===== src/rtl/req_index_encoder_if.sv =====
// Request/grant bundle for req_index_encoder.
// master: request source and grant consumer; slave: the encoder itself.
interface req_index_encoder_if;
  logic [15:0] req_in;
  logic        out_ready;
  logic [3:0]  idx_out;
  logic        out_valid;
  logic [15:0] pending;
  logic        overflow;

  modport master (
    output req_in, out_ready,
    input  idx_out, out_valid, pending, overflow
  );

  modport slave (
    input  req_in, out_ready,
    output idx_out, out_valid, pending, overflow
  );
endinterface


===== src/rtl/req_index_encoder.sv =====
// req_index_encoder: collects 16 request pulses into a pending vector and
// grants them one at a time, round-robin, as a binary index over a
// valid/ready handshake.
// Optional macro RRE_BACK_TO_BACK_EN: on accept, load the next grant right
// away instead of passing through IDLE (one grant per cycle).
//
// state | meaning
// IDLE  | no grant offered; picks the next pending index when there is one
// HOLD  | idx_out offered with out_valid=1 until accepted
module req_index_encoder #(
  parameter logic [3:0] ROT_START = 4'd0
) (
  input logic              clk,
  input logic              rst,
  req_index_encoder_if.slave bus
);

  typedef enum logic {IDLE = 1'b0, HOLD = 1'b1} state_t;

  state_t      state_q, state_d;
  logic [3:0]  ptr_q, ptr_d;
  logic [3:0]  idx_q, idx_d;
  logic [15:0] pending_q, pending_d;
  logic        overflow_q, overflow_d;
  logic        accept;
  logic [15:0] served;

  // First set bit of vec at or above start, wrapping 15->0.
  // Scanning offsets downward lets the smallest offset win.
  function automatic logic [3:0] rr_pick(input logic [15:0] vec, input logic [3:0] start);
    logic [3:0] pick;
    logic [3:0] cand;
    pick = start;
    for (int i = 15; i >= 0; i--) begin
      cand = start + 4'(i);
      if (vec[cand]) pick = cand;
    end
    return pick;
  endfunction

  // State and datapath registers, synchronous reset
  always_ff @(posedge clk) begin
    if (rst) begin
      state_q    <= IDLE;
      ptr_q      <= ROT_START;
      idx_q      <= 4'h0;
      pending_q  <= 16'h0000;
      overflow_q <= 1'b0;
    end else begin
      state_q    <= state_d;
      ptr_q      <= ptr_d;
      idx_q      <= idx_d;
      pending_q  <= pending_d;
      overflow_q <= overflow_d;
    end
  end

  // Next state, grant index and round-robin pointer
  always_comb begin
    state_d = state_q;
    ptr_d   = ptr_q;
    idx_d   = idx_q;
    unique case (state_q)
      IDLE: begin
        if (pending_q != 16'h0000) begin
          idx_d   = rr_pick(pending_q, ptr_q);
          state_d = HOLD;
        end
      end
      HOLD: begin
        if (accept) begin
          ptr_d   = idx_q + 4'd1;
`ifdef RRE_BACK_TO_BACK_EN
          // Only bits already pending (not this cycle's req_in) are eligible.
          if ((pending_q & ~served) != 16'h0000) begin
            idx_d   = rr_pick(pending_q & ~served, idx_q + 4'd1);
            state_d = HOLD;
          end else begin
            state_d = IDLE;
          end
`else
          state_d = IDLE;
`endif
        end
      end
      default: state_d = IDLE;
    endcase
  end

  // Handshake outputs, pending-vector update and overflow detection
  always_comb begin
    accept     = (state_q == HOLD) && bus.out_ready;
    served     = accept ? (16'h0001 << idx_q) : 16'h0000;
    // A new request on a bit being served this cycle re-arms it.
    pending_d  = (pending_q & ~served) | bus.req_in;
    overflow_d = |(bus.req_in & pending_q & ~served);
  end

  assign bus.idx_out   = idx_q;
  assign bus.out_valid = (state_q == HOLD);
  assign bus.pending   = pending_q;
  assign bus.overflow  = overflow_q;

endmodule


===== src/flat_wrapper.sv =====
// flat-port wrapper written by rule: the top's interface ports become plain ports
module req_index_encoder_flat 
#(
  parameter logic [3:0] ROT_START = 4'd0
)
  (clk, rst, bus_req_in, bus_out_ready, bus_idx_out, bus_out_valid, bus_pending, bus_overflow);
  req_index_encoder_if bus_i ();
  input logic clk;
  input logic rst;
  input wire logic [$bits(bus_i.req_in)-1:0] bus_req_in;
  input wire logic [$bits(bus_i.out_ready)-1:0] bus_out_ready;
  output wire logic [$bits(bus_i.idx_out)-1:0] bus_idx_out;
  output wire logic [$bits(bus_i.out_valid)-1:0] bus_out_valid;
  output wire logic [$bits(bus_i.pending)-1:0] bus_pending;
  output wire logic [$bits(bus_i.overflow)-1:0] bus_overflow;
  assign bus_i.req_in = bus_req_in;
  assign bus_i.out_ready = bus_out_ready;
  assign bus_idx_out = bus_i.idx_out;
  assign bus_out_valid = bus_i.out_valid;
  assign bus_pending = bus_i.pending;
  assign bus_overflow = bus_i.overflow;
  req_index_encoder #(.ROT_START(ROT_START)) u_core (.clk(clk), .rst(rst), .bus(bus_i));
endmodule

===== config.mk =====
export PLATFORM = sky130hd
export DESIGN_NAME = req_index_encoder_flat
export DESIGN_NICKNAME = d
export VERILOG_FILES = /design/src/rtl/req_index_encoder_if.sv /design/src/rtl/req_index_encoder.sv /design/src/flat_wrapper.sv
export SDC_FILE = /design/constraint.sdc
export NUM_CORES = 1
export LEC_CHECK = 0
export BUFFER_PORTS_ARGS = -buffer_cell sky130_fd_sc_hd__buf_2
export CORE_MARGIN = 2
export CORE_UTILIZATION = 40
export DETAILED_ROUTE_END_ITERATION = 7
export GPL_ROUTABILITY_DRIVEN = 0
export GPL_TIMING_DRIVEN = 0
export PLACE_DENSITY_LB_ADDON = 0.25
export SYNTH_ARGS = -nofsm -noshare
export SYNTH_HDL_FRONTEND = slang
export SYNTH_SLANG_ARGS = --single-unit

===== constraint.sdc =====
create_clock -name clk -period 11.4 [get_ports clk]
set_input_delay 1.71 -clock clk [delete_from_list [all_inputs] [get_ports clk]]
set_output_delay 1.71 -clock clk [all_outputs]
set_load 0.1 [all_outputs]

# Word-level counts from Yosys, hierarchy flattened
# Cells that the tools add are included.
[totals]
regBits = 26
inputBits = 19
out_inout_bits = 22
wordCells = 101
[classes]
addsub = 16
n_lt_le_gt_ge = 16
shift = 1
muxes = 52
n_bitwise = 6
reduce_logical = 5
[op_table]
columns = ["cell", "count"]
rows = [
  ["less-than comparator 4 x 5 -> 1 bit (second input constant)", 16],
  ["binary-select mux 1 bit (select 4 bit)", 16],
  ["two-way mux 4 bit", 16],
  ["bitwise AND 16 bit", 3],
  ["adder 4 bit (second input constant)", 8],
  ["two-way mux 1 bit", 18],
  ["adder 4 x 3 -> 4 bit (second input constant)", 4],
  ["two-way mux 16 bit", 1],
  ["NOT 16 bit", 1],
  ["bitwise OR 16 bit", 1],
  ["nonzero test 16 bit", 1],
  ["OR reduction 16 bit", 1],
  ["left shift 1 x 4 -> 16 bit (first input constant)", 1],
  ["adder 4 x 1 -> 4 bit (second input constant)", 2],
  ["adder 4 x 2 -> 4 bit (second input constant)", 2],
  ["AND reduction 2 bit", 2],
  ["one-hot mux 1 bit (2 select lines)", 1],
  ["logical AND 1 bit", 1],
  ["NOT 1 bit", 1],
]

# Logic depth before layout (Yosys ltp)
# Gate-level depths: netlist of the first run.
[logic_depth]
depth_word = 19
depth_mapped = 16
ltp_nobuf = 10

# Least setup slack after synthesis of the first run
# Ideal clock, no wire load.
[synth_path]
path_type = "flip-flop to flip-flop"
startpoint = "register u_core.ptr_q[1]"
endpoint = "register u_core.idx_q[0], in the netlist u_core.bus.idx_out[0]"
setup_time_ps = 91
t_arrival_ps = 3497
required_ps = 11309
setup_slack_ps = 7812
path_stages_with_launch = 17
path_buffers = 6
period_less_slack_ps = 3588
path_cell_list = "dfxtp_1 -> buf_6 -> buf_6 -> buf_2 -> inv_1 -> ha_1 -> buf_2 -> buf_6 -> buf_2 -> mux4_2 -> mux2_2 -> mux2_1 -> nor3_1 -> o21ai_1 -> a31oi_1 -> o21ai_1 -> a311oi_1"
[synth_between]
elab_chain_cells = 19
word_cells_on_any_way = 63
cone_classes = "add/sub: 15; mux: 48"
[synth_rtl]
columns = ["item", "line", "text"]
rows = [
  ["start: declaration", "req_index_encoder.sv:21", "logic [3:0] ptr_q, ptr_d;"],
  ["start signal: assignment", "req_index_encoder.sv:51", "ptr_q <= ptr_d;"],
  ["adder 4 bit", "req_index_encoder.sv:35", "cand = start + 4'(i);"],
  ["binary-select mux 1 bit (select 4 bit)", "req_index_encoder.sv:36", "if (vec[cand]) pick = cand;"],
  ["two-way mux 1 bit (implied by the code)", "req_index_encoder.sv:36", ""],
  ["two-way mux 4 bit (15 in series)", "req_index_encoder.sv:36", ""],
  ["two-way mux 4 bit *", "req_index_encoder.sv:36", ""],
  ["end signal: assignment", "req_index_encoder.sv:52", "idx_q <= idx_d;"],
  ["end: declaration", "req_index_encoder.sv:22", "logic [3:0] idx_q, idx_d;"],
]
# Mark *: on every way between the ends. The rest lies on a longest branch, timed or not. The select of a mux whose other input is x is not followed.
# A chain may end at the register's enable or synchronous reset.

# Worst setup path in the final report of the first run
# Ends and elaborated chain as after synthesis.

==> flow_summary_export.csv, run 1 <==
group,metric,value,unit
worst_setup_path,crit_buf_inv,7,
finish,antennaDiodeCount,0,
timing,layout_setup_ws,6840,ps
clock_network,cts_tree,"built",
placement,post-dp-hpwl,9450,um
die,die_h,100,um
power,powerDensity,129,nW/um2
timing,fin_skew,10.4,ps
power,seq_power_share,21.0,%
power,power.leakage,0.00159,uW
detailed_routing,vias_per_cell,6.53,
hold_path,hold_class,"reg2reg",
clock_network,path_clk_slew,80,ps
clock_network,cts_max_path_buffers,2,
global_route,grt_max_degree,14,
worst_setup_path,worst_path_dominant_cell_family,"buffers and inverters",
worst_setup_path,crit_path_end_kind,"flip-flop",
timing,max_freq,219,MHz
worst_setup_path,crit_fanout,10,
detailed_routing,dr.pass1.iters,7,
synthesis,synthArstFlopShare,0,%
placement,pre_cts_slack,6930,ps
timing,drv_slew,0,
detailed_routing,wl_per_cell,21.8,um
power,switching_share,51.0,%
clock_network,cts_made_buffers,3,
worst_setup_path,critPathMaxStageDelay,400,ps
synthesis,syn_nets,442,
synthesis,yosys_warnings,0,
run_status,outcome,"complete, no violations",
global_route,overflow,0,
finish,area_growth,10.2,%
global_route,grtUsageTotal,24.7,%
synthesis,synth_edf_count,0,
clock_network,cts-root-buf,"clkbuf_8",
synthesis,syn_area,3700,um2
power,p_int,257,uW
detailed_routing,drt-met1-wl,5060,um
timing,fin_crit_sh,40.0,%
power,power.switching,268,uW
die,placementRows,35,
worst_setup_path,path_class,"reg2reg",
global_route,grt_pass1_vias,3410,
die,die_width,100,um
synthesis,postSynthAreaPerCell,9.02,um2
timing,grt_setup_unrepaired,"false",
worst_setup_path,cp.arrival,4730,ps
worst_setup_path,crit_path_start_kind,"flip-flop",
detailed_routing,wl,12300,um
worst_setup_path,crit_chain,"buf_6, buf_6, buf_2, inv_1, ha_1, buf_2, buf_6, buf_2, mux4_2, mux2_2, mux2_1, nor3_1, o21ai_1, a31oi_1, o21ai_1, a311oi_1",
detailed_routing,postRouteAntennaNets,0,
worst_setup_path,r2r_setup_slack,6840,ps
detailed_routing,drt_first_iter_violations,418,
die,ios,41,
clock_network,cts_hold_buf,0,
run,maxCapViolCount,0,
finish,final_nets,486,
die,coreArea,9110,um2
timing,hold_violations,0,
finish,drive_above_1_share,25.7,%
clock_network,htreeDepth,1,
clock_network,cts_num_sinks,26,
timing,period_needed,4560,ps
synthesis,yosys.cell_types.count,59,
power,pwr-share-clk,9.7,%
placement,numPortBuffers,39,
detailed_routing,dr_wl_met2,5730,um
timing,slew_headroom,50.1,%
power,power_frac_comb,69.2,%
detailed_routing,top_layer,"met4",
die,die_area,10000,um2
clock_network,cts-resized-gates,0,
timing,tightest_slew,745,ps
timing,setup_violations,0,
global_route,antenna_found_initial,0,
clock_network,clkLatencyLatePin,270,ps
synthesis,synth_seq_cells,26,
synthesis,ys_seq_area_share,14.1,%
power,peakVddDrop,0.0852,mV
timing,setup_tns,0,ps
detailed_routing,met3_length,975,um
worst_setup_path,cp.required,11570,ps
detailed_routing,vias,3678,
clock_network,post_cts_buffers,0,
die,initial_core_util,40.6,%
synthesis,synth_ff_type,"dfxtp_1",
synthesis,synthCells,410,
worst_setup_path,crit_slowest_cell,"dfxtp_1",
detailed_routing,drcViolationCount,0,
global_route,grt_pass1_wl,19200,um
## kinds of logic (layout without fill, tap and decap cells)
| family | after synthesis | in the layout | synth area share [%] |
|---|---|---|---|
| flip-flops | 26 | 26 | 14.1 |
| adder cells (fa/ha/maj) | 13 | 13 | 4.40 |
| AND/OR/NAND/NOR | 125 | 125 | 15.4 |
| multiplexers | 81 | 81 | 37.3 |
| buffers and inverters | 54 | 96 | 6.97 |
| AO/OA/AOI/OAI | 100 | 100 | 19.1 |
| XOR/XNOR | 11 | 11 | 2.81 |
## routing by layer
layer  global-route usage, %  vias up
li1                        -     1660
met1                    34.7     1763
met2                    40.5      224
met3                    1.74       31
met4                    8.32        0
met5                       0        -
## final cells by class
type | count | area [um2]
repair buffers | 39 | 195
clock buffers | 3 | 41.3
well taps | 111 | 139
fillers | 899 | 5040
inverters | 15 | 56.3
flip-flops and latches | 26 | 520
multi-input cells | 330 | 2920
plain buffers | 39 | 201
## stage by stage
stage                     cells  hold slack, ps  total power, uW  utilization (%)  area [um2]
after floorplan             410             847              387                -        3700
after global placement      560             550              462             44.3        4030
after detailed placement    560             567              468             44.3        4030
after CTS                   563             579              520             44.7        4070
after global routing        563             658              555             44.7        4070
final                       563             571              525             44.7        4070
## registers in the layout, indices dropped and copies added, names as in the netlist
signal                flops
u_core.bus.idx_out        4
u_core.bus.out_valid      1
u_core.bus.overflow       1
u_core.bus.pending       16
u_core.ptr_q              4
## placed cells by master (no fill, tap or decap), drive strengths merged, types with 12 or more instances in the layout
master | Yosys | final
mux2i | 26 | 26
o21ai | 12 | 12
mux4 | 43 | 43
inv | 14 | 14
nor2 | 49 | 49
clkbuf | 24 | 27
a21boi | 17 | 17
dfxtp | 26 | 26
ha | 13 | 13
a21oi | 20 | 20
buf | 15 | 54
nand2 | 32 | 32
mux2 | 12 | 12
## synth_stat cells (8+ instances only)
master,number,area (um2)
a21oi_1,19,95.1
nand3_1,11,55.1
ha_1,13,163
o21ai_0,8,40.0
mux2_2,11,124
inv_1,10,37.5
mux2i_1,25,250
buf_2,8,40.0
dfxtp_1,26,521
nor2_1,49,184
nand2_1,32,120
nor3_1,8,40.0
clkbuf_1,24,90.1
mux4_2,40,901
xnor2_1,8,70.1
a21boi_0,17,128
## path summary, 6_finish.rpt
kind / to / cells past startpoint / from
hold reg to reg: u_core.bus.out_valid / 2 / u_core.bus.out_valid
hold / removal: u_core.bus.out_valid / 2 / u_core.bus.out_valid
setup reg to reg: u_core.bus.idx_out[0] / 16 / u_core.ptr_q[1]
setup / recovery: u_core.bus.idx_out[0] / 16 / u_core.ptr_q[1]
## power by group through the flow
stage / logic, uW / registers, uW / clock network, uW
floorplan: 226 / 162 / 0
global placement: 350 / 112 / 0
detailed placement: 355 / 113 / 0
CTS: 357 / 111 / 52.6
global route: 386 / 112 / 57.5
finish: 364 / 110 / 51.1
## tightest hold or removal path, cell delays in order, from the launching register on
cell and delay (ps):
dfxtp_1 360, nor2_1 120, nor3_1 50
Power figures use the tool's default switching activity.
==> inputs of run 2 (changes only) <==
==> constraint.sdc (replaced) <==
create_clock -name clk -period 4.4 [get_ports clk]
set_input_delay 0.66 -clock clk [delete_from_list [all_inputs] [get_ports clk]]
set_output_delay 0.66 -clock clk [all_outputs]
set_load 0.1 [all_outputs]
==> run 2 against run 1 <==
Register-to-register slack got worse by 6800 ps. Critical endpoint is now u_core.bus.idx_out[2]. Design area rose by 1.4%. Largest cell class unchanged. Routed wire length rose by 1.9%. Total power rose to 2.6 times the previous value. Combinational power rose to 2.6 times the previous value. Clock power rose to 2.6 times the previous value. Setup slack got worse by 6800 ps. Hold slack improved by 3.5 ps. Global-route usage rose by 0.18 points.
==> flow_summary_export.csv, run 2 (synthesis gave the netlist of run 1 again) <==
group,metric,value,unit
worst_setup_path,crit_buf_inv,7,
timing,hold_violations,0,
finish,fillCellCount,893,
power,powerDensity,334,nW/um2
finish,antennaDiodeCount,0,
placement,pre_cts_slack,-67.4,ps
clock_network,cts_made_buffers,3,
timing,fin_crit_sh,98.2,%
clock_network,cts_hold_buf,0,
timing,fin_skew,9.38,ps
worst_setup_path,cp.arrival,4460,ps
detailed_routing,drcViolationCount,0,
die,ios,41,
global_route,overflow,0,
placement,place_area,4030,um2
timing,period_needed,4320,ps
finish,fin_area,4130,um2
die,placementRows,35,
timing,slew_headroom,51.8,%
global_route,grtUsageTotal,24.9,%
worst_setup_path,crit_path_start_kind,"flip-flop",
clock_network,clkLatencyLatePin,270,ps
global_route,grt_max_degree,14,
worst_setup_path,crit_path_end_kind,"flip-flop",
clock_network,cts_num_sinks,26,
finish,multi_input_area,2950,um2
global_route,antenna_found_initial,0,
worst_setup_path,crit_fanout,10,
run_status,outcome,"complete, no violations",
finish,drive_above_1_share,26.4,%
clock_network,htreeDepth,1,
finish,regArea,520,um2
die,initial_core_util,40.6,%
detailed_routing,vias,3725,
worst_setup_path,worst_path_dominant_cell_family,"buffers and inverters",
worst_setup_path,path_class,"reg2reg",
die,die_h,100,um
clock_network,cts_tree,"built",
hold_path,hold_class,"reg2reg",
clock_network,cts_max_path_buffers,2,
worst_setup_path,cp.required,4540,ps
power,power.leakage,0.00160,uW
placement,numPortBuffers,39,
finish,final_cell_mix,"nor2_1, buf_2, mux4_2",
clock_network,cts-root-buf,"clkbuf_8",
detailed_routing,dr.pass1.iters,5,
timing,layout_setup_ws,79.1,ps
timing,drv_slew,0,
power,peakVddDrop,0.221,mV
finish,largest_reg_flops,16,
finish,final_common_cell,"nor2_1",
timing,max_freq,231,MHz
finish,area_growth,11.7,%
placement,post-dp-hpwl,9450,um
detailed_routing,postRouteAntennaNets,0,
worst_setup_path,crit_chain,"buf_6, buf_6, clkbuf_4, clkinvlp_4, ha_1, buf_2, buf_6, clkbuf_4, mux2i_1, mux2i_1, mux4_2, nor3_1, nor3_1, a211oi_1, o31a_1, a21oi_2",
timing,grt_setup_unrepaired,"false",
worst_setup_path,critPathMaxStageDelay,590,ps
detailed_routing,wl,12500,um
worst_setup_path,crit_top_cell,"buf_6",
run,maxCapViolCount,0,
die,coreArea,9110,um2
detailed_routing,drt_first_iter_violations,393,
detailed_routing,wl_per_cell,22.1,um
detailed_routing,vias_per_cell,6.59,
finish,final_nets,488,
timing,tightest_slew,718,ps
clock_network,path_clk_slew,80,ps
global_route,grt_pass1_vias,3429,
die,die_width,100,um
global_route,grt_pass1_wl,19300,um
timing,setup_violations,0,
worst_setup_path,crit_slowest_cell,"mux4_2",
die,die_area,10000,um2
run 2: cell count changes in the layout (fill, tap and decap cells not counted), sizes merged:
cell      previous run  this run
buf                 54        53
clkbuf              27        30
clkinvlp             0         1
inv                 14        13
run 2: worst paths after layout:
path                      endpoint  cells after the start            startpoint  slack, ps
min           u_core.bus.out_valid                      2  u_core.bus.out_valid        570
max          u_core.bus.idx_out[2]                     16       u_core.ptr_q[1]         80
min reg2reg   u_core.bus.out_valid                      2  u_core.bus.out_valid        570
max reg2reg  u_core.bus.idx_out[2]                     16       u_core.ptr_q[1]         80
run 2: final cells by class:
cell class,count,share of cell area (%)
buffer,39,5.15
multi-input combinational,330,71.3
sequential,26,12.6
tap,111,3.36
timing repair buffer,41,5.09
clock buffer,3,1.00
inverter,15,1.45
run 2: where the power goes:
| group | total [uW] | internal, uW | switching (uW) |
|---|---|---|---|
| Combinational | 963 | 358 | 604 |
| Sequential | 286 | 257 | 29.2 |
| Clock | 132 | 61.3 | 70.6 |
| Total | 1380 | 677 | 704 |
run 2: what timing repair did:
| action | 4_1_cts | 5_1_grt |
|---|---|---|
| resized for setup | 1 | 7 |
| setup buffers | 2 | 0 |
| cloned | 0 | 0 |
| endpoints found under the hold margin | 0 | 0 |
| endpoints found under the setup margin | 3 | 3 |
run 2: tightest hold or removal path, cell delays in order, from the launching register on:
cell	delay [ps]
dfxtp_1	370
nor2_1	120
nor3_1	50
run 2: per-layer routing:
metal / GRT usage (%) / wire [um] / share of wire [%] / vias to the layer above
met5: 0 / 0 / 0 / -
met2: 41.2 / 5910 / 47 / 223
met1: 34.5 / 5120 / 41 / 1809
met4: 8.11 / 407 / 3.3 / 0
li1: - / - / - / 1663
met3: 2.09 / 1050 / 8.4 / 30
run 2: per-stage QoR:
stage / power [uW] / cells / TNS, ps / util [%] / hold slack [ps]
2_1_floorplan: 1000 / 410 / 0 / - / 781
3_3_place_gp: 1200 / 560 / 0 / 44.3 / 550
3_5_place_dp: 1210 / 560 / -95.0 / 44.3 / 567
4_1_cts: 1350 / 565 / 0 / 44.9 / 579
5_1_grt: 1460 / 565 / 0 / 45.3 / 626
6_report: 1380 / 565 / 0 / 45.3 / 574
